--- src/rtl/trace_pkg.sv ---
// Shared types for the commit-trace checker: trace entry layout, event kinds
// and checker states.
package trace_pkg;

  localparam int TRACE_CYC_W = 32;

  typedef enum logic [1:0] {
    KIND_REG  = 2'd0,
    KIND_HILO = 2'd1,
    KIND_MEM  = 2'd2,
    KIND_RSVD = 2'd3
  } TraceKind_t;

  typedef struct packed {
    logic                   skip;
    TraceKind_t             kind;
    logic [15:0]            addr;
    logic [63:0]            data;
    logic [TRACE_CYC_W-1:0] cycle;
  } TraceEntry_t;

  typedef enum logic [1:0] {
    ST_IDLE = 2'd0,
    ST_RUN  = 2'd1,
    ST_FAIL = 2'd2,
    ST_OVF  = 2'd3
  } CheckState_t;

  // A golden entry with skip set accepts anything; the stamp matters only on request.
  function automatic logic entry_match(input TraceEntry_t got, input TraceEntry_t exp,
                                       input logic use_cyc);
    return exp.skip ||
           ((got.kind == exp.kind) && (got.addr == exp.addr) && (got.data == exp.data) &&
            (!use_cyc || (got.cycle == exp.cycle)));
  endfunction

endpackage

--- src/rtl/trace_fifo.sv ---
// Circular buffer accepting up to LANES entries per cycle (slot 0 first) and
// releasing one per cycle from the head.
module trace_fifo
  import trace_pkg::*;
#(
  parameter int LANES = 2,
  parameter int DEPTH = 16,
  localparam int PW = $clog2(DEPTH) + 1,
  localparam int CW = $clog2(LANES + 1)
) (
  input  logic          clk,
  input  logic          rst_n,
  input  logic          i_flush,
  input  logic [CW-1:0] i_push_cnt,
  input  TraceEntry_t   i_push_data [LANES],
  input  logic          i_pop,
  output TraceEntry_t   o_head,
  output logic          o_empty,
  output logic [PW-1:0] o_free_slots
);

  logic [PW-1:0] r_wr_ptr;
  logic [PW-1:0] r_rd_ptr;
  TraceEntry_t   r_mem [DEPTH];
  logic [PW-1:0] w_count;
  logic [PW-1:0] w_wr_idx [LANES];

  // Pointers carry one extra wrap bit so full and empty are distinguishable.
  assign w_count      = r_wr_ptr - r_rd_ptr;
  assign o_empty      = (r_wr_ptr == r_rd_ptr);
  assign o_free_slots = PW'(DEPTH) - w_count;
  assign o_head       = r_mem[r_rd_ptr[PW-2:0]];

  always_comb begin
    for (int i = 0; i < LANES; i++) begin
      w_wr_idx[i] = r_wr_ptr + PW'(i);
    end
  end

  always_ff @(posedge clk or negedge rst_n) begin
    if (!rst_n) begin
      r_wr_ptr <= '0;
      r_rd_ptr <= '0;
    end else if (i_flush) begin
      r_wr_ptr <= '0;
      r_rd_ptr <= '0;
    end else begin
      r_wr_ptr <= r_wr_ptr + PW'(i_push_cnt);
      if (i_pop) r_rd_ptr <= r_rd_ptr + PW'(1);
    end
  end

  always_ff @(posedge clk) begin
    for (int i = 0; i < LANES; i++) begin
      if (CW'(i) < i_push_cnt) r_mem[w_wr_idx[i][PW-2:0]] <= i_push_data[i];
    end
  end

endmodule

--- config.mk ---
export PLATFORM = sky130hd
export DESIGN_NAME = trace_fifo
export DESIGN_NICKNAME = d
export VERILOG_FILES = /design/src/rtl/trace_pkg.sv /design/src/rtl/trace_fifo.sv
export SDC_FILE = /design/constraint.sdc
export NUM_CORES = 2
export LEC_CHECK = 0
export ABC_CLOCK_PERIOD_IN_PS = 9800
export BUFFER_PORTS_ARGS = -buffer_cell sky130_fd_sc_hd__buf_4
export CORE_MARGIN = 5
export CORE_UTILIZATION = 29
export DETAILED_ROUTE_END_ITERATION = 12
export PLACE_DENSITY_LB_ADDON = 0.3
export REMOVE_ABC_BUFFERS = 1
export SYNTH_ARGS = -nofsm -noshare
export SYNTH_HDL_FRONTEND = slang
export SYNTH_SLANG_ARGS = --single-unit
--- constraint.sdc ---
create_clock -name clk -period 9.8 [get_ports clk]
set_clock_uncertainty 0.05 [all_clocks]
set_input_delay 1.47 -clock clk [delete_from_list [all_inputs] [get_ports clk]]
set_output_delay 1.47 -clock clk [all_outputs]
set_load 0.01 [all_outputs]
== Word-level counts from Yosys, hierarchy flattened ==
Memory sizes are Yosys's and may differ from the RTL's.
Index checks and enable logic that the tools add are counted.

* Memories: 1
* Logic and storage cells: 19
* Register bits after elaboration: 10
* Bits in writable memories: 1840
* Output and inout bits: 121

* Order comparisons: 2
* Mux-type cells: 7
* Add/sub/neg operators: 5
* Equal/unequal tests: 1
* Reductions and logical operators: 1

{| class="wikitable"
|+ Memories
! name !! depth !! width !! read ports !! clocked after Yosys merged registers in !! wr ports !! line !! source
|-
| r_mem || 16 || 115 || 1 || 0 || 2 || trace_fifo.sv:24 || <nowiki>TraceEntry_t r_mem [DEPTH];</nowiki>
|}

{| class="wikitable"
|+ Operator list
! kind !! number
|-
| $mux 5 || 3
|-
| $add 5x1->5 const B || 1
|-
| $add 5x2->5 || 1
|-
| $eq 5x5->1 || 1
|-
| $sub 5x5->5 || 1
|-
| $sub 5x5->5 const A || 1
|-
| $add 4x1->4 const B || 1
|-
| $lt 1x2->1 const A || 2
|-
| $mux 1 || 4
|-
| $reduce_bool 2->1 || 1
|}

== Logic depth before layout (Yosys ltp) ==
* Depth after elaboration: 3
* Mapped depth: 11
* Gate-level depth less buffers: 7

== Least setup slack after synthesis ==
OpenSTA, ideal clock, no wires.

* Kind: in2reg
* Start: input port i_push_cnt[1]
* End: memory r_mem[1][0] (netlist name), enable pin
* Path buffers: 1
* Setup time: 0.730 ns
* Arrival: 9.748 ns
* Slack: -0.728 ns
* Cell stages on the path: 4
* Cell sequence: buf_4 a21oi_1 or2_2 nor3_1

{| class="wikitable"
|+ RTL lines
! item !! line !! source
|-
| start: declaration || trace_fifo.sv:14 || <nowiki>input logic [CW-1:0] i_push_cnt,</nowiki>
|-
| end: declaration || trace_fifo.sv:24 ||
|}

==> key figures <==
Critical path
  • Startpoint Class: flop
  • Crit Path Max Fanout: 55
  • CP required: 8280 ps
  • R2R cell count: 4
  • R2R Setup Slk: roughly 5700 ps
  • Worst setup path category: reg -> out
  • Setup crit end kind: output port
  • CP arrival: 4410 ps

Placed design
  • Number of port buffers: 356
  • Post-detail-place hpwl: 165 mm
  • Area post-placement: 0.0991 mm^2
  • GPL Wtd Cong: 0.714

Run status
  • Status: finished, final reports clean

Synth
  • Yosys warnings: 0
  • Number of synthesized register bits: 1850
  • Mux share of post-synthesis cell area: between 30% and 40%
  • Synth Area in Adders: 0.178%
  • Post-synthesis compound-gate area fraction: 1.95%
  • Synthesized instance count: 5197
  • Seq/Total Area, Yosys: 60.0%
  • Post-synth EDFFs: between 1500 and 2000
  • Synth Cell Area: 0.0926 mm^2
  • Share of the synthesized area in the top cell type: 59.7%
  • Top FF cell, synth: edfxtp_1
  • Synth top area cells: edfxtp_1, mux2_2, mux4_2
  • Ys async rst share: 0.541%
  • Simple-gate share of the synthesized area: 0.885%
  • Xor/xnor share of the synthesized area: 0.104%
  • Main combinational cell family by area after synthesis: multiplexers
  • Synth cell types: 41
  • Mean Syn Cell Area: 17.8 um^2
  • Yosys top cell by area: edfxtp_1

Power
  • NetSw: 5.11 mW
  • Pwr dens: 188 mW/mm^2
  • Switching share of power: 25.7%
  • Reg power frac: 47.2%
  • Comb pwr share: 14.8%
  • Int Pwr: 14.8 mW
  • Worst VDD drop: 135 uV
  • Clock power frac: 38.1%
  • Leakage power: 33.5 nW

CTS
  • Root Buffer: clkbuf_16
  • Clock tree buffer depth: 4
  • Resize count post-CTS: 0
  • Postcts setup bufs: 0
  • Clock-pin slew on the worst setup and hold paths: 60 ps
  • CTS tree: done
  • Hold Buf Count CTS: 0
  • Clock sink count: 1850
  • CTS H-tree depth: 4
  • Total CTS buffers: between 200 and 250
  • Clock latency on the worst-skew pair: ~850 ps

STA
  • Setup violators final: 0
  • Slew Viols, Final: 0
  • Hold Vio Cnt, Final: 0
  • Worst Tran Pin Value: about 1200 ps
  • Ratio of final minimum period to clock period: between 60% and 70%
  • Tmin final: around 6000 ps
  • Slew headroom: 21.8%
  • Total Neg Setup Slack: 0 ps
  • RSZ-0062 raised after global routing: no
  • Fmax: between 150 and 200 MHz

Global route
  • Vias in the first global route: 54800
  • Global-route wire length before repair: 450 mm
  • Initial antenna violation count: 83
  • Pin count of the biggest net entering global routing: between 100 and 150
  • GRT overflow: 0
  • Total GRT Usage: 19.1%

Hold path
  • Hold Path Class: in -> async

Floorplan
  • Die height: 575 um
  • Die width: 575 um
  • I/O Pins: 357
  • Row cnt: 207
  • Die area: 0.331 mm^2
  • CORE AREA: 0.318 mm^2
  • Starting Density: between 20% and 30%

Detailed routing
  • Initial DRT Pass Iterations: 8
  • Routed Antenna Nets: 0
  • DRC: 0
  • Routed via count: 52500
  • Routed len/inst: ~34 um
  • Total routed wirelength: ~330 mm
  • Vias per cell: 5.43
  • Iter 0 DRT Violations: approximately 5200

Final layout
  • Nets: 5545
  • Fin area: 0.106 mm^2
  • Area Overhead vs Synth: 14.1%
  • Core Util, Final: about a third
  • Share of cells above drive strength 1: about 56%
  • Filler cells: 30400

Run
  • Max-cap violation count: 0
## cell usage after synthesis, types with 2 or more instances
cell type  instances
or3_1              5
nand3_2            5
buf_6             24
mux2_4            59
ha_1              10
fa_1               2
buf_4             60
o21ai_0            2
nor3_1             3
inv_1              7
edfxtp_1        1840
mux4_2           460
a22oi_1          231
dfrtp_1           10
a32o_1             2
buf_2            164
mux2_2          1752
mux2_1            29
nand2_1          120
nand3_1            2
nand2b_1           3
buf_1             26
nand4_1            3
a21oi_1            6
xor2_1             9
nor2_2             2
xnor2_1            2
nor2_1            27
nor2b_1            4
mux2i_1            3
clkbuf_1         315
## power groups by stage
stage               combinational (mW)  clock (mW)  sequential [mW]
floorplan                         2.07           0             9.69
global placement                  2.95           0             9.52
detailed placement                2.98           0             9.54
CTS                               2.99        7.73             9.38
global route                      3.12        8.05             9.40
finish                            2.94        7.57             9.37
## cell type report
type | count | area, um^2 | share of cell area [%]
sequential | 1850 | 55500 | 52.6
multi-input combinational | 2750 | 34500 | 32.7
clock buffer | 265 | 5590 | 5.29
tap | 4180 | 5230 | 4.95
timing repair buffer | 471 | 3850 | 3.65
clock inverter | 112 | 820 | 0.776
antenna | 32 | 80.1 | 0.0758
inverter | 8 | 30.0 | 0.0284
## kinds of logic after synthesis
| family | after synthesis |
|---|---|
| multiplexers | 2303 |
| flip-flops | 1850 |
| AND/OR/NAND/NOR | 182 |
| AO/OA/AOI/OAI | 242 |
| adder cells (fa/ha/maj) | 12 |
| buffers and inverters | 597 |
| XOR/XNOR | 11 |
## worst paths after layout
path / from / end
worst max-delay path: r_rd_ptr[1]$_DFFE_PN0P_ / o_head[6]
worst min-delay path: rst_n / r_rd_ptr[4]$_DFFE_PN0P_
worst max register to register: r_wr_ptr[3]$_DFF_PN0_ / r_mem[5][106]$_DFFE_PP_
worst min register to register: r_rd_ptr[4]$_DFFE_PN0P_ / r_rd_ptr[4]$_DFFE_PN0P_
max in group asynchronous: rst_n / r_rd_ptr[0]$_DFFE_PN0P_
min in group clk: r_rd_ptr[4]$_DFFE_PN0P_ / r_rd_ptr[4]$_DFFE_PN0P_
## layer usage
metal  GRT usage (%)  up-vias  share of wire [%]
li1                -    21300                  -
met1            26.3    28700                 43
met2            30.4     1941                 47
met3            4.42      472                7.2
met4            4.58       58                2.3
met5               0        -               0.11
## flip-flops by register name, indices dropped and copies added, names as in the netlist
| signal | cells |
|---|---|
| r_wr_ptr | 5 |
| r_rd_ptr | 5 |
| r_mem | 1840 |
## worst max-delay path, cell delays in order, from the launching register on
cell	delay [ps]
dfrtp_4	810
buf_4	570
buf_4	800
mux4_2	440
a22oi_1	220
nand2_1	290
buf_4	240
## stage by stage
stage	power (mW)	hold slack [ps]	cells	worst slack (ps)
floorplan	11.8	473	4608	-10530
global placement	12.5	494	9259	4690
detailed placement	12.5	498	9259	4700
CTS	20.1	328	9636	3750
global route	20.6	354	9647	3560
finish	19.9	409	9668	3870
## layout by cell type (no fill, tap or decap), drive strengths merged, types with 3 or more instances in the layout
master	count
edfxtp	1840
mux2	1840
buf	471
mux4	460
clkbuf	265
a22oi	231
nand2	120
clkinv	98
diode	32
nor2	29
ha	10
dfrtp	10
xor2	9
bufinv	9
inv	9
nand3	7
a21oi	6
or3	5
clkinvlp	4
nor2b	4
nand2b	3
nor3	3
mux2i	3
nand4	3
nand3b	3
Note: power is estimated with default switching activity, not from simulation.
